### src/rtl/addr_delay_line_if.sv
// Bus bundle for addr_delay_line: address/enable input side, control, and tap outputs.
// parity_err exists only when ADDR_DELAY_PARITY_EN is defined.
interface addr_delay_line_if #(
   parameter int ADDR_WIDTH = 11,
   parameter int SEL_WIDTH  = 4
);
   logic [ADDR_WIDTH-1:0] addr_in;
   logic                  e_in;
   logic                  hold;
   logic                  flush;
   logic [SEL_WIDTH-1:0]  delay_sel;
   logic [ADDR_WIDTH-1:0] addr_out;
   logic                  e_out;
   logic                  busy;
   logic [SEL_WIDTH-1:0]  cur_delay;
`ifdef ADDR_DELAY_PARITY_EN
   logic                  parity_err;

   modport master (output addr_in, e_in, hold, flush, delay_sel,
                   input  addr_out, e_out, busy, cur_delay, parity_err);
   modport slave  (input  addr_in, e_in, hold, flush, delay_sel,
                   output addr_out, e_out, busy, cur_delay, parity_err);
`else
   modport master (output addr_in, e_in, hold, flush, delay_sel,
                   input  addr_out, e_out, busy, cur_delay);
   modport slave  (input  addr_in, e_in, hold, flush, delay_sel,
                   output addr_out, e_out, busy, cur_delay);
`endif
endinterface

### src/rtl/addr_delay_line.sv
// Run-time selectable 1..MAX_DEPTH cycle delay line for address + enable with hold/flush.
// Optional per-stage even parity and sticky parity_err under ADDR_DELAY_PARITY_EN.
module addr_delay_line #(
   parameter int ADDR_WIDTH    = 11,
   parameter int MAX_DEPTH     = 8,
   parameter int DEFAULT_DELAY = 1
) (
   input  logic              pll_clock,
   input  logic              reset,
   addr_delay_line_if.slave  bus
);
   localparam int SEL_WIDTH = $clog2(MAX_DEPTH + 1);
   typedef logic [SEL_WIDTH-1:0] sel_t;

   // Discrete flops on purpose: no SRL/RAM mapping of the stages.
   (* preserve, shreg_extract = "no", altera_attribute = "-name AUTO_SHIFT_REGISTER_RECOGNITION OFF" *)
   logic [MAX_DEPTH:1][ADDR_WIDTH-1:0] addr_q;
   (* preserve, shreg_extract = "no", altera_attribute = "-name AUTO_SHIFT_REGISTER_RECOGNITION OFF" *)
   logic [MAX_DEPTH:1]                 e_q;
   logic [MAX_DEPTH:1][ADDR_WIDTH-1:0] addr_d;
   logic [MAX_DEPTH:1]                 e_d;
   sel_t                               sel_q, sel_d, sel_clamp;
   logic                               advance;
   logic [ADDR_WIDTH-1:0]              addr_o;
   logic                               e_o, busy_o;

   assign advance = bus.flush | ~bus.hold;

   always_comb begin
      sel_clamp = bus.delay_sel;
      if (bus.delay_sel == '0)
         sel_clamp = sel_t'(1);
      else if (bus.delay_sel > sel_t'(MAX_DEPTH))
         sel_clamp = sel_t'(MAX_DEPTH);
   end

   always_comb begin
      addr_d = addr_q;
      e_d    = e_q;
      if (advance) begin
         for (int k = MAX_DEPTH; k >= 2; k--) begin
            addr_d[k] = addr_q[k-1];
            e_d[k]    = e_q[k-1];
         end
         addr_d[1] = bus.addr_in;
         e_d[1]    = bus.e_in;
      end
      if (bus.flush)
         e_d = '0;
      // Delay may only move while nothing is in flight, so no enable is lost or doubled.
      sel_d = (bus.flush || (!bus.hold && e_q == '0)) ? sel_clamp : sel_q;
   end

   always_ff @(posedge pll_clock or posedge reset) begin
      if (reset) begin
         addr_q <= '0;
         e_q    <= '0;
         sel_q  <= sel_t'(DEFAULT_DELAY);
      end else begin
         addr_q <= addr_d;
         e_q    <= e_d;
         sel_q  <= sel_d;
      end
   end

   always_comb begin
      addr_o = '0;
      e_o    = 1'b0;
      busy_o = 1'b0;
      for (int k = 1; k <= MAX_DEPTH; k++) begin
         if (sel_q == sel_t'(k)) begin
            addr_o = addr_q[k];
            e_o    = e_q[k];
         end
         if (sel_t'(k) < sel_q)
            busy_o = busy_o | e_q[k];
      end
   end

   assign bus.addr_out  = addr_o;
   assign bus.e_out     = e_o;
   assign bus.busy      = busy_o;
   assign bus.cur_delay = sel_q;

`ifdef ADDR_DELAY_PARITY_EN
   (* preserve, shreg_extract = "no", altera_attribute = "-name AUTO_SHIFT_REGISTER_RECOGNITION OFF" *)
   logic [MAX_DEPTH:1] par_q;
   logic [MAX_DEPTH:1] par_d;
   logic               par_o, perr_q, perr_d;

   always_comb begin
      par_d = par_q;
      if (advance) begin
         for (int k = MAX_DEPTH; k >= 2; k--)
            par_d[k] = par_q[k-1];
         par_d[1] = ^bus.addr_in;
      end
      par_o = 1'b0;
      for (int k = 1; k <= MAX_DEPTH; k++)
         if (sel_q == sel_t'(k))
            par_o = par_q[k];
      perr_d = bus.flush ? 1'b0 : (perr_q | (e_o & ((^addr_o) != par_o)));
   end

   always_ff @(posedge pll_clock or posedge reset) begin
      if (reset) begin
         par_q  <= '0;
         perr_q <= 1'b0;
      end else begin
         par_q  <= par_d;
         perr_q <= perr_d;
      end
   end

   assign bus.parity_err = perr_q;
`endif
endmodule
### src/flat_wrapper.sv
// flat-port wrapper written by rule: the top's interface ports become plain ports
module addr_delay_line_flat 
#(
   parameter int ADDR_WIDTH    = 11,
   parameter int MAX_DEPTH     = 8,
   parameter int DEFAULT_DELAY = 1
)
  (pll_clock, reset, bus_addr_in, bus_e_in, bus_hold, bus_flush, bus_delay_sel, bus_addr_out, bus_e_out, bus_busy, bus_cur_delay);
  addr_delay_line_if #(.ADDR_WIDTH(ADDR_WIDTH)) bus_i ();
  input  logic pll_clock;
  input  logic reset;
  input wire logic [$bits(bus_i.addr_in)-1:0] bus_addr_in;
  input wire logic [$bits(bus_i.e_in)-1:0] bus_e_in;
  input wire logic [$bits(bus_i.hold)-1:0] bus_hold;
  input wire logic [$bits(bus_i.flush)-1:0] bus_flush;
  input wire logic [$bits(bus_i.delay_sel)-1:0] bus_delay_sel;
  output wire logic [$bits(bus_i.addr_out)-1:0] bus_addr_out;
  output wire logic [$bits(bus_i.e_out)-1:0] bus_e_out;
  output wire logic [$bits(bus_i.busy)-1:0] bus_busy;
  output wire logic [$bits(bus_i.cur_delay)-1:0] bus_cur_delay;
  assign bus_i.addr_in = bus_addr_in;
  assign bus_i.e_in = bus_e_in;
  assign bus_i.hold = bus_hold;
  assign bus_i.flush = bus_flush;
  assign bus_i.delay_sel = bus_delay_sel;
  assign bus_addr_out = bus_i.addr_out;
  assign bus_e_out = bus_i.e_out;
  assign bus_busy = bus_i.busy;
  assign bus_cur_delay = bus_i.cur_delay;
  addr_delay_line #(.ADDR_WIDTH(ADDR_WIDTH), .MAX_DEPTH(MAX_DEPTH), .DEFAULT_DELAY(DEFAULT_DELAY)) u_core (.pll_clock(pll_clock), .reset(reset), .bus(bus_i));
endmodule
### config.mk
export PLATFORM = sky130hd
export DESIGN_NAME = addr_delay_line_flat
export DESIGN_NICKNAME = d
export VERILOG_FILES = /design/src/rtl/addr_delay_line_if.sv /design/src/rtl/addr_delay_line.sv /design/src/flat_wrapper.sv
export SDC_FILE = /design/constraint.sdc
export NUM_CORES = 1
export LEC_CHECK = 0
export CELL_PAD_IN_SITES_DETAIL_PLACEMENT = 2
export CELL_PAD_IN_SITES_GLOBAL_PLACEMENT = 2
export CORE_UTILIZATION = 35
export DETAILED_ROUTE_END_ITERATION = 7
export GPL_ROUTABILITY_DRIVEN = 0
export MAX_ROUTING_LAYER = met4
export PLACE_DENSITY = 0.77
export SLEW_MARGIN = 15
export SYNTH_ARGS = -nofsm -noshare
export SYNTH_HDL_FRONTEND = slang
export SYNTH_SLANG_ARGS = --single-unit
### constraint.sdc
create_clock -name pll_clock -period 6.4 [get_ports pll_clock]
set_input_delay 1.28 -clock pll_clock [delete_from_list [all_inputs] [get_ports pll_clock]]
set_output_delay 1.28 -clock pll_clock [all_outputs]
set_load 0.02 [all_outputs]
==> summary.md <==
| Metric | Value |
|---|---|
| Outcome | finished with violations |
| Failing checks | DRC |
| Pwr Density | roughly 310 nW/um2 |
| DIE WIDTH | 118 um |
| Cts repair resizes | 0 |
| PortBufs | 36 |
| Wirelength, routed | around 11 mm |
| Part of the power in the clock network | approximately 30% |
| Post-route DRC | 1 |
| DP HPWL | between 7 and 8 mm |
| Total number of vias | 3,114 |
| Yosys warnings | 0 |
| Max-slew violations | 0 |
| Pre-antenna DRT Iters | 6 |
| Synth cell count leaders | dfrtp_1, mux2_2, o221ai_1, a21oi_1, buf_2 |
| Sw frac | between 20 and 30% |
| Crit path time final | around 4.8 ns |
| Die ar. | roughly 14,000 um2 |
| Root buffer cell | clkbuf_16 |
| CP bufs+invs | 1 |
| Synthesized area | approximately 4700 um2 |
| Part of the cycle the worst path needs | about three quarters |
| CP max stage cell | dfstp_2 |
| Most instantiated library cell after synthesis | dfrtp_1 |
| Main synth FF type | dfrtp_1 |
| Hold path depth | 1 |
| Post-Synthesis Cells | 366 |
| Final #Nets | 405 |
| Biggest area consumer among synthesized cells | dfrtp_1 |
| Max-slew headroom | 24.8% |
| Final WS setup | about 1.6 ns |
| Vias in the first global route | 3,464 |
| Yosys reg bits | 100 |
| Post-synthesis sequential area ratio | 53.1% |
| GR Util All Layers | a little under a fifth |
| Worst r2r src | u_core.e_q[4]$_DFFE_PP0P_ |
| Setup slack at placement | 2.01 ns |
| Hold violation total from the final report | 0 |
| Internal power | between 1 and 1.5 mW |
| RR Endpoint | u_core.bus.cur_delay[3]$_DFFE_PP0P_ |
| Post-route setup TNS | 0 ns |
| Initial DRC count | 139 |
| Area delta synth->final | 14.6% |
| Critical Path Start Type | flop |
| Post-synth net total | 386 |
| Max cap viols | 0 |
| Critical path type | reg -> out |
| Slew @ Worst Pin | about 1.1 ns |
| Crit. End Element | output port |
| H-tree Lvls | 3 |
| Worst min-delay path startpoint | u_core.addr_q[79]$_DFFE_PP0P_ |
| Switching power | 0.491 mW |
| Reg clk slew, reported paths | 0.07 ns |
| Final clock skew | a little over 0.007 ns |
| Crit-path max FO | ~40 |
| Synth top area cells | dfrtp_1, mux2_2, o221ai_1 |
| Initial antenna violation count | 0 |
| Initial Util | 35.7% |
| Top delay family on crit path | simple AND/OR/NAND/NOR gates |
| Hold path endpoint | u_core.addr_q[79]$_DFFE_PP0P_ |
| Pleak | between 2 and 2.5 nW |
| Max clock buf depth | 2 |
| Reg2reg path depth | 3 |
| Crit-path cells | and3b_1 -> nand2_1 -> o221a_2 -> clkdlybuf4s50_1 |
| Vias per inst | ~5.5 |
| Netlist cell types | 34 |
| RSZ-0062 raised after global routing | false |
| CP Data Required Time | just over 5 ns |
| Largest net degree at the start of global routing | 89 |
| Antenna diodes | 0 |
| IO Pins | 37 |
| Wirelength per Cell | 20.0 um |
| Top cell type's share of synthesized area | 52.5% |
| Clock Latency Late Sink | 0.35 ns |
| Number of enable flip-flop cells after synthesis | 0 |
| Fmax | 0.211 GHz |
| Layout cell share with drive strength beyond 1 | about 30% |
| Comb pwr share | 19.9% |
| Peak supply drop | between 100 and 150 uV |
| First-pass GRT wire length | about 19 mm |
| Fillers | between 1k and 1.5k |
| Mean post-synth cell area | roughly 13 um2 |
| Arrival time worst endpoint | roughly 3.5 ns |
| Antenna viol nets, final | 0 |
| Seq pwr share | approximately 50% |
| Setup Fix Bufs, Post-CTS | 0 |
| Worst reg2reg setup slack | approximately 4.8 ns |
| Clock Sinks | 100 |
| Row cnt | between 40 and 50 |
| Die Span Y | between 100 and 150 um |
| Finish-stage setup viols | 0 |
| GR Overflow Total | 0 |
| Largest stage delay, worst path | about 1.0 ns |
| Core area | ~13,000 um2 |
| Clock buffer count from CTS | 9 |
| Asr flop ratio synth | between 90% and 100% |
| Hold Crit Class | reg -> reg |
| CTS tree | built |
| Hold-fix buffers, CTS | 0 |
==> per-layer routing <==
metal / wire [um] / GRT usage (%) / vias up / share of wire (%)
met4: 195 / 6.73 / 0 / 1.7
met3: 256 / 2.71 / 14 / 2.3
met1: 5280 / 23.9 / 1633 / 47
met2: 5570 / 27.9 / 47 / 49
met5: 0 / - / - / 0
li1: - / - / 1420 / -
==> cell type report <==
cell class                      instances  area [um2]  share of cell area (%)
Clock buffer                           11         233                    4.31
Clock inverter                          5        36.3                   0.671
Inverter                                1        6.26                   0.116
Multi-Input combinational cell        234        2020                    37.4
Sequential cell                       100        2500                    46.4
Tap cell                              176         220                    4.08
Timing Repair Buffer                   39         383                    7.08
==> power by group through the flow <==
stage               Sequential (mW)  Combinational [mW]  Clock (mW)
finish                        0.845               0.336       0.507
global placement              0.843               0.324           0
detailed placement            0.857               0.340           0
global route                  0.860               0.370       0.548
floorplan                     0.813               0.256           0
CTS                           0.845               0.344       0.522
==> worst reg2reg max path, stage by stage (launching register included) <==
cell and delay, ns:
dfrtp_1 0.47, nor2_1 0.08, a41oi_1 0.53, mux2_2 0.40
==> how the worst max path moves through the flow <==
stage	start	to	slack [ns]	depth (start not counted)
final	u_core.bus.cur_delay[0]$_DFFE_PP1P_	bus_addr_out[10]	1.65	4
after global routing	u_core.bus.cur_delay[0]$_DFFE_PP1P_	bus_addr_out[10]	1.47	4
after CTS	u_core.bus.cur_delay[0]$_DFFE_PP1P_	bus_addr_out[10]	1.61	4
after detailed placement	u_core.bus.cur_delay[0]$_DFFE_PP1P_	bus_e_out	2.01	4
after global placement	u_core.bus.cur_delay[0]$_DFFE_PP1P_	bus_e_out	2.07	4
after floorplan	reset	u_core.addr_q[0]$_DFFE_PP0P_	2.50	1
==> metrics by stage <==
step | instances | total power, mW | utilization [%] | hold slack (ns) | area, um2
3_3_place_gp | 550 | 1.17 | 38.9 | 0.488 | 5130
2_1_floorplan | 366 | 1.07 | - | 0.480 | 4710
6_report | 566 | 1.69 | 41.0 | 0.510 | 5400
5_1_grt | 566 | 1.78 | 41.0 | 0.525 | 5400
4_1_cts | 566 | 1.71 | 41.0 | 0.513 | 5400
3_5_place_dp | 550 | 1.20 | 38.9 | 0.498 | 5130
==> flip-flops by register name (all words and copies together) (netlist names) <==
register / count
u_core.e_q: 8
u_core.addr_q: 88
u_core.bus.cur_delay: 4
==> cell usage in the layout, fill, tap and decap left out, types with 4 or more instances in the layout <==
cell type / n
dfrtp_1: 98
mux2_2: 89
clkdlybuf4s50_1: 36
o221ai_1: 30
a21oi_1: 26
nor2_1: 13
nor2b_1: 13
o21ai_0: 10
clkbuf_16: 9
mux2i_1: 8
nand2b_1: 7
o221a_1: 7
nand2_1: 6
nor3_1: 4
==> kinds of logic (layout without fill, tap and decap cells) <==
family | after synthesis | in the layout | share of synthesized area, %
flops | 100 | 100 | 53.1
mux | 97 | 97 | 23.0
compound gates | 87 | 87 | 13.7
simple gates | 50 | 50 | 6.08
buf+inv | 32 | 56 | 4.19
(Power assumes the default switching activity.)
